[src/rtl/hit_resolver.sv]
// ============================================================================
// Module  : hit_resolver
// Brief   : Turns per-player hit-landed levels into one hit event per attack,
//           applies damage/hitstun on frame ticks and sequences KO/restart.
//           Optional macro SIMUL_HIT_TRADE_EN: simultaneous hits trade.
// Revision: 1.0 - initial release
// ============================================================================
`default_nettype none

module hit_resolver #(
  parameter int         MAX_HEALTH     = 3,
  parameter int         DAMAGE         = 1,
  parameter int         HEALTH_W       = 4,
  parameter int         HITSTUN_FRAMES = 15,
  parameter int         KO_HOLD_FRAMES = 120,
  parameter logic [2:0] ATTACK_STATE   = 3'b010
) (
  input  logic                clk,
  input  logic                rst,
  input  logic                frame_tick,
  input  logic                hit1_lands,
  input  logic                hit2_lands,
  input  logic [2:0]          char1_state,
  input  logic [2:0]          char2_state,
  output logic [HEALTH_W-1:0] p1_health,
  output logic [HEALTH_W-1:0] p2_health,
  output logic                p1_stun,
  output logic                p2_stun,
  output logic                p1_hit_pulse,
  output logic                p2_hit_pulse,
  output logic                clash_pulse,
  output logic                round_over,
  output logic [1:0]          winner,
  output logic [3:0]          p1_wins,
  output logic [3:0]          p2_wins
);

  localparam int STUN_W = $clog2(HITSTUN_FRAMES + 1);
  localparam int KO_W   = $clog2(KO_HOLD_FRAMES + 1);

  localparam logic [HEALTH_W-1:0] C_MAX_HEALTH = HEALTH_W'(MAX_HEALTH);
  localparam logic [HEALTH_W-1:0] C_DAMAGE     = HEALTH_W'(DAMAGE);
  localparam logic [STUN_W-1:0]   C_HITSTUN    = STUN_W'(HITSTUN_FRAMES);
  localparam logic [KO_W-1:0]     C_KO_HOLD    = KO_W'(KO_HOLD_FRAMES);

  typedef enum logic [0:0] {
    FIGHT = 1'b0,
    KO    = 1'b1
  } state_t;

  state_t              state_q, state_d;
  logic                hit1_used_q, hit1_used_d;
  logic                hit2_used_q, hit2_used_d;
  logic [HEALTH_W-1:0] p1_health_q, p1_health_d;
  logic [HEALTH_W-1:0] p2_health_q, p2_health_d;
  logic [STUN_W-1:0]   stun1_q, stun1_d;
  logic [STUN_W-1:0]   stun2_q, stun2_d;
  logic [KO_W-1:0]     ko_cnt_q, ko_cnt_d;
  logic                p1_hit_pulse_q, p1_hit_pulse_d;
  logic                p2_hit_pulse_q, p2_hit_pulse_d;
  logic                clash_q, clash_d;
  logic [1:0]          winner_q, winner_d;
  logic [3:0]          p1_wins_q, p1_wins_d;
  logic [3:0]          p2_wins_q, p2_wins_d;

  logic                w_fight;
  logic                w_p1_stun;
  logic                w_p2_stun;
  logic                w_p1_valid;
  logic                w_p2_valid;
  logic                w_apply1;
  logic                w_apply2;
  logic                w_clash;
  logic [HEALTH_W-1:0] w_p1_health_post;
  logic [HEALTH_W-1:0] w_p2_health_post;

  function automatic logic [HEALTH_W-1:0] sub_damage(input logic [HEALTH_W-1:0] h);
    if (h > C_DAMAGE) return h - C_DAMAGE;
    else              return '0;
  endfunction

  assign w_fight    = (state_q == FIGHT);
  assign w_p1_stun  = (stun1_q != '0);
  assign w_p2_stun  = (stun2_q != '0);
  assign w_p1_valid = w_fight & frame_tick & hit1_lands & ~hit1_used_q & ~w_p1_stun & ~w_p2_stun;
  assign w_p2_valid = w_fight & frame_tick & hit2_lands & ~hit2_used_q & ~w_p1_stun & ~w_p2_stun;

`ifdef SIMUL_HIT_TRADE_EN
  assign w_apply1 = w_p1_valid;
  assign w_apply2 = w_p2_valid;
  assign w_clash  = 1'b0;
`else
  // Simultaneous valid hits cancel each other but still consume both attacks
  assign w_apply1 = w_p1_valid & ~w_p2_valid;
  assign w_apply2 = w_p2_valid & ~w_p1_valid;
  assign w_clash  = w_p1_valid & w_p2_valid;
`endif

  // w_apply1 means P1 damaged P2, so it drives P2's health and vice versa
  assign w_p1_health_post = w_apply2 ? sub_damage(p1_health_q) : p1_health_q;
  assign w_p2_health_post = w_apply1 ? sub_damage(p2_health_q) : p2_health_q;

  always_comb begin
    state_d        = state_q;
    p1_health_d    = p1_health_q;
    p2_health_d    = p2_health_q;
    stun1_d        = stun1_q;
    stun2_d        = stun2_q;
    ko_cnt_d       = ko_cnt_q;
    p1_hit_pulse_d = 1'b0;
    p2_hit_pulse_d = 1'b0;
    clash_d        = 1'b0;
    winner_d       = winner_q;
    p1_wins_d      = p1_wins_q;
    p2_wins_d      = p2_wins_q;
    hit1_used_d    = (char1_state != ATTACK_STATE) ? 1'b0 : (hit1_used_q | w_p1_valid);
    hit2_used_d    = (char2_state != ATTACK_STATE) ? 1'b0 : (hit2_used_q | w_p2_valid);

    case (state_q)
      FIGHT: begin
        p1_health_d = w_p1_health_post;
        p2_health_d = w_p2_health_post;
        clash_d     = w_clash;

        if (w_apply2) begin
          stun1_d        = C_HITSTUN;
          p1_hit_pulse_d = 1'b1;
        end else if (frame_tick && w_p1_stun) begin
          stun1_d = stun1_q - STUN_W'(1);
        end

        if (w_apply1) begin
          stun2_d        = C_HITSTUN;
          p2_hit_pulse_d = 1'b1;
        end else if (frame_tick && w_p2_stun) begin
          stun2_d = stun2_q - STUN_W'(1);
        end

        if ((w_apply1 || w_apply2) &&
            (w_p1_health_post == '0 || w_p2_health_post == '0)) begin
          state_d  = KO;
          ko_cnt_d = C_KO_HOLD;
          winner_d = {w_p1_health_post == '0, w_p2_health_post == '0};
          if (w_p2_health_post == '0 && w_p1_health_post != '0 && p1_wins_q != 4'hF)
            p1_wins_d = p1_wins_q + 4'd1;
          if (w_p1_health_post == '0 && w_p2_health_post != '0 && p2_wins_q != 4'hF)
            p2_wins_d = p2_wins_q + 4'd1;
        end
      end

      KO: begin
        if (frame_tick) begin
          if (ko_cnt_q <= KO_W'(1)) begin
            state_d     = FIGHT;
            ko_cnt_d    = '0;
            p1_health_d = C_MAX_HEALTH;
            p2_health_d = C_MAX_HEALTH;
            stun1_d     = '0;
            stun2_d     = '0;
            hit1_used_d = 1'b0;
            hit2_used_d = 1'b0;
            winner_d    = 2'b00;
          end else begin
            ko_cnt_d = ko_cnt_q - KO_W'(1);
          end
        end
      end

      default: state_d = FIGHT;
    endcase
  end

  always_ff @(posedge clk or posedge rst) begin
    if (rst) begin
      state_q        <= FIGHT;
      hit1_used_q    <= 1'b0;
      hit2_used_q    <= 1'b0;
      p1_health_q    <= C_MAX_HEALTH;
      p2_health_q    <= C_MAX_HEALTH;
      stun1_q        <= '0;
      stun2_q        <= '0;
      ko_cnt_q       <= '0;
      p1_hit_pulse_q <= 1'b0;
      p2_hit_pulse_q <= 1'b0;
      clash_q        <= 1'b0;
      winner_q       <= 2'b00;
      p1_wins_q      <= 4'd0;
      p2_wins_q      <= 4'd0;
    end else begin
      state_q        <= state_d;
      hit1_used_q    <= hit1_used_d;
      hit2_used_q    <= hit2_used_d;
      p1_health_q    <= p1_health_d;
      p2_health_q    <= p2_health_d;
      stun1_q        <= stun1_d;
      stun2_q        <= stun2_d;
      ko_cnt_q       <= ko_cnt_d;
      p1_hit_pulse_q <= p1_hit_pulse_d;
      p2_hit_pulse_q <= p2_hit_pulse_d;
      clash_q        <= clash_d;
      winner_q       <= winner_d;
      p1_wins_q      <= p1_wins_d;
      p2_wins_q      <= p2_wins_d;
    end
  end

  assign p1_health    = p1_health_q;
  assign p2_health    = p2_health_q;
  assign p1_stun      = w_p1_stun;
  assign p2_stun      = w_p2_stun;
  assign p1_hit_pulse = p1_hit_pulse_q;
  assign p2_hit_pulse = p2_hit_pulse_q;
  assign clash_pulse  = clash_q;
  assign round_over   = (state_q == KO);
  assign winner       = winner_q;
  assign p1_wins      = p1_wins_q;
  assign p2_wins      = p2_wins_q;

endmodule

`default_nettype wire

[config.mk]
export PLATFORM = sky130hd
export DESIGN_NAME = hit_resolver
export DESIGN_NICKNAME = d
export VERILOG_FILES = /design/src/rtl/hit_resolver.sv
export SDC_FILE = /design/constraint.sdc
export NUM_CORES = 1
export LEC_CHECK = 0
export CORE_MARGIN = 5
export CORE_UTILIZATION = 58
export DETAILED_ROUTE_END_ITERATION = 10
export PLACE_DENSITY = 0.95
export SYNTH_ARGS = -nofsm -noshare
export SYNTH_HDL_FRONTEND = slang
export SYNTH_SLANG_ARGS = --single-unit
[constraint.sdc]
create_clock -name clk -period 6.8 [get_ports clk]
set_input_delay 1.02 -clock clk [delete_from_list [all_inputs] [get_ports clk]]
set_output_delay 1.02 -clock clk [all_outputs]
set_load 0.01 [all_outputs]
==> run metrics <==
status=completed; min Tclk post-route=between 4 and 5 ns; Seq. cell area=~1000 um^2; diodes inserted=0; Top Ports=35; Hold Vio Cnt, Final=0; CTS tree=yes; CTS Buf Count=5; EDFF count, synth=0; slowest stage delay, CP=between 0.5 and 0.6 ns; Chip Width=around 74 um; crit share post-route=0.6544; Syn Area/Cell=between 9 and 10 um^2; most frequent cells in the layout=35 x dfrtp_1, 34 x clkdlybuf4s50_1, 21 x a21oi_1, 17 x inv_1, 17 x nand2_1; area of the multi-input gates=approximately 1300 um^2; Detail Placement HPWL=4069 um; Remaining DRCs=0; Seq cells post-synth=39; Root Buffer=clkbuf_8; Setup WS post-layout=around 2.4 ns; port bufs=34; initial antenna violation count=0; gr ovfl total=0; Fin Hold WS=0.5009 ns; main flop type after synthesis=dfrtp_1; core footprint=about 4000 um^2; Row Count=23; Rel. slew slack=0.3853; maxcap violations=0; H-tree Lvls=2; pre-CTS setup slack=2.112 ns; largest net degree at the start of global routing=40; layout cells sized above 1=0.1193; Synth async-reset ratio=1.000; most common cell after layout, fill and taps aside=dfrtp_1; max-slew violation count=0; setup_tns=0 ns; Cell Area, Synth=between 2000 and 2500 um^2; CTS Sinks=39; VDD IR max=between 0.15 and 0.2 mV; CTS resizes=0; Tightest Pin Transition=0.9220 ns; filler cell count=319; number of warnings issued by yosys=0; CP max FO=13; first-pass GRT wire length=between 9000 and 10,000 um; vias per inst=between 6 and 7; leak pwr=1.201 nW; CP Launch Type=primary input; Worst Path Required=6.98 ns; crit-path cells=clkdlybuf4s50_1 -> inv_1 -> or4_1 -> nor3b_1 -> ha_1 -> or4b_4 -> o32ai_4 -> o211ai_2 -> a21o_2 -> a211o_1; arrival time worst endpoint=~4.6 ns; syn nets=roughly 270; Fin Clk Skew=between 0.008 and 0.009 ns; clock insertion delay at the later pin of the skew report=roughly 0.30 ns; Crit. End Element=register; Post-CTS Setup Bufs=0; Crit Path Class=primary input to register; Syn Inst Count=about 250; Seq/Total Area, Yosys=0.4175; GRT Total Usage=0.2228; Initial DRC Count=179; CTS Hold Buffers Added=0; routed wire length=between 5000 and 6000 um; Final GP Congestion=about 0.97; drt pass-1 iters=4; drt wl/cell=approximately 17 um; final setup fails=0; HP Class=register to register; Total Power=0.6642 mW; full die area=5424 um^2; count of cell types in the netlist=59; Max clock buf depth=2; PwrDens=between 200 and 250 nW/um^2; starting density of the core=0.5917; antenna viol nets, final=0; fmax=between 200 and 250 MHz; slowest CP cell=clkdlybuf4s50_1; RSZ-0062 raised after global routing=no; via count=~2,000; Total Nets Final=310; Die Y=~74 um; area grow syn2layout=19.81%; Clk pin slew, worst setup/hold paths=~0.08 ns; vias in the first global route=between 2,000 and 2,500; hold path depth=1; R2R depth=11
layout make-up:
cell class / count / area share
Multi-Input combinational cell: 185 / 0.4533
Inverter: 18 / 0.02400
Tap cell: 50 / 0.02222
Timing Repair Buffer: 35 / 0.1236
Sequential cell: 39 / 0.3484
Clock buffer: 8 / 0.02844
cells in the mapped netlist, types with 3 or more instances:
cell type	n	area share
nor3b_1	4	0.013
o21a_1	3	0.0096
nor4_1	3	0.0080
a21oi_1	21	0.045
nand4_1	4	0.011
o211ai_1	6	0.019
or2_2	6	0.016
nor2_1	16	0.026
dfrtp_1	35	0.37
a31oi_1	4	0.011
ha_1	15	0.080
dfstp_2	4	0.045
nor3_1	7	0.015
xnor2_1	3	0.011
xor2_1	3	0.011
a31o_2	5	0.019
o21ai_0	14	0.030
inv_1	17	0.027
nand3_1	5	0.011
nand2_1	17	0.027
o22ai_1	3	0.0080
nor4b_1	4	0.015
per-layer routing:
layer  up-vias  global-route usage  part of all wire  routed length, um
met4         0              0.1187             0.025                141
met2        73              0.3563              0.48               2686
met1       974              0.2790              0.43               2417
met3        16             0.04925             0.060                337
li1        979                   -                 -                  -
met5         -                   0                 0                  0
worst max-delay path: cells and delay by family:
kind,cells,cell delay (ns)
adder cells (fa/ha/maj),1,0.49
buffers and inverters,2,0.64
AND/OR/NAND/NOR,3,1.56
AO/OA/AOI/OAI,4,0.93
flip-flops by register name, indices dropped and copies added, names as in the netlist:
| signal | cells |
|---|---|
| hit1_used_q | 1 |
| winner | 2 |
| ko_cnt_q | 7 |
| p1_hit_pulse | 1 |
| clash_pulse | 1 |
| p2_wins | 4 |
| stun1_q | 4 |
| stun2_q | 4 |
| p2_health | 4 |
| round_over | 1 |
| hit2_used_q | 1 |
| p2_hit_pulse | 1 |
| p1_health | 4 |
| p1_wins | 4 |
logic make-up after synthesis:
| family | count (synthesis) | share of synthesized area |
|---|---|---|
| xor+xnor | 6 | 0.02237 |
| flops | 39 | 0.4175 |
| compound gates | 80 | 0.2354 |
| buf+inv | 24 | 0.03940 |
| fa+ha+maj | 15 | 0.07987 |
| mux | 2 | 0.01118 |
| simple gates | 82 | 0.1944 |
stage by stage:
stage / instance area [um^2] / instances / utilization
2_1_floorplan: 2350 / 248 / -
3_3_place_gp: 2735 / 327 / 0.6887
3_5_place_dp: 2735 / 327 / 0.6887
4_1_cts: 2815 / 335 / 0.7089
5_1_grt: 2815 / 335 / 0.7089
6_report: 2815 / 335 / 0.7089
report_power, final:
group | switching [mW] | internal [mW] | total, mW
Clock | 0.0790 | 0.0729 | 0.152
Sequential | 0.0411 | 0.269 | 0.310
Combinational | 0.104 | 0.0980 | 0.202
Total | 0.224 | 0.440 | 0.664
path summary, 6_finish.rpt:
| path | from | slack [ns] | endpoint |
|---|---|---|---|
| min | hit1_used_q | 0.50 | hit1_used_q |
| max | frame_tick | 2.35 | ko_cnt_q[6] |
| min in group asynchronous | rst | 1.16 | p1_wins[3] |
| max in group asynchronous | rst | 5.27 | p2_health[1] |
| max reg2reg | stun1_q[0] | 2.67 | ko_cnt_q[6] |
| min reg2reg | hit1_used_q | 0.50 | hit1_used_q |
(Power assumes the default switching activity.)
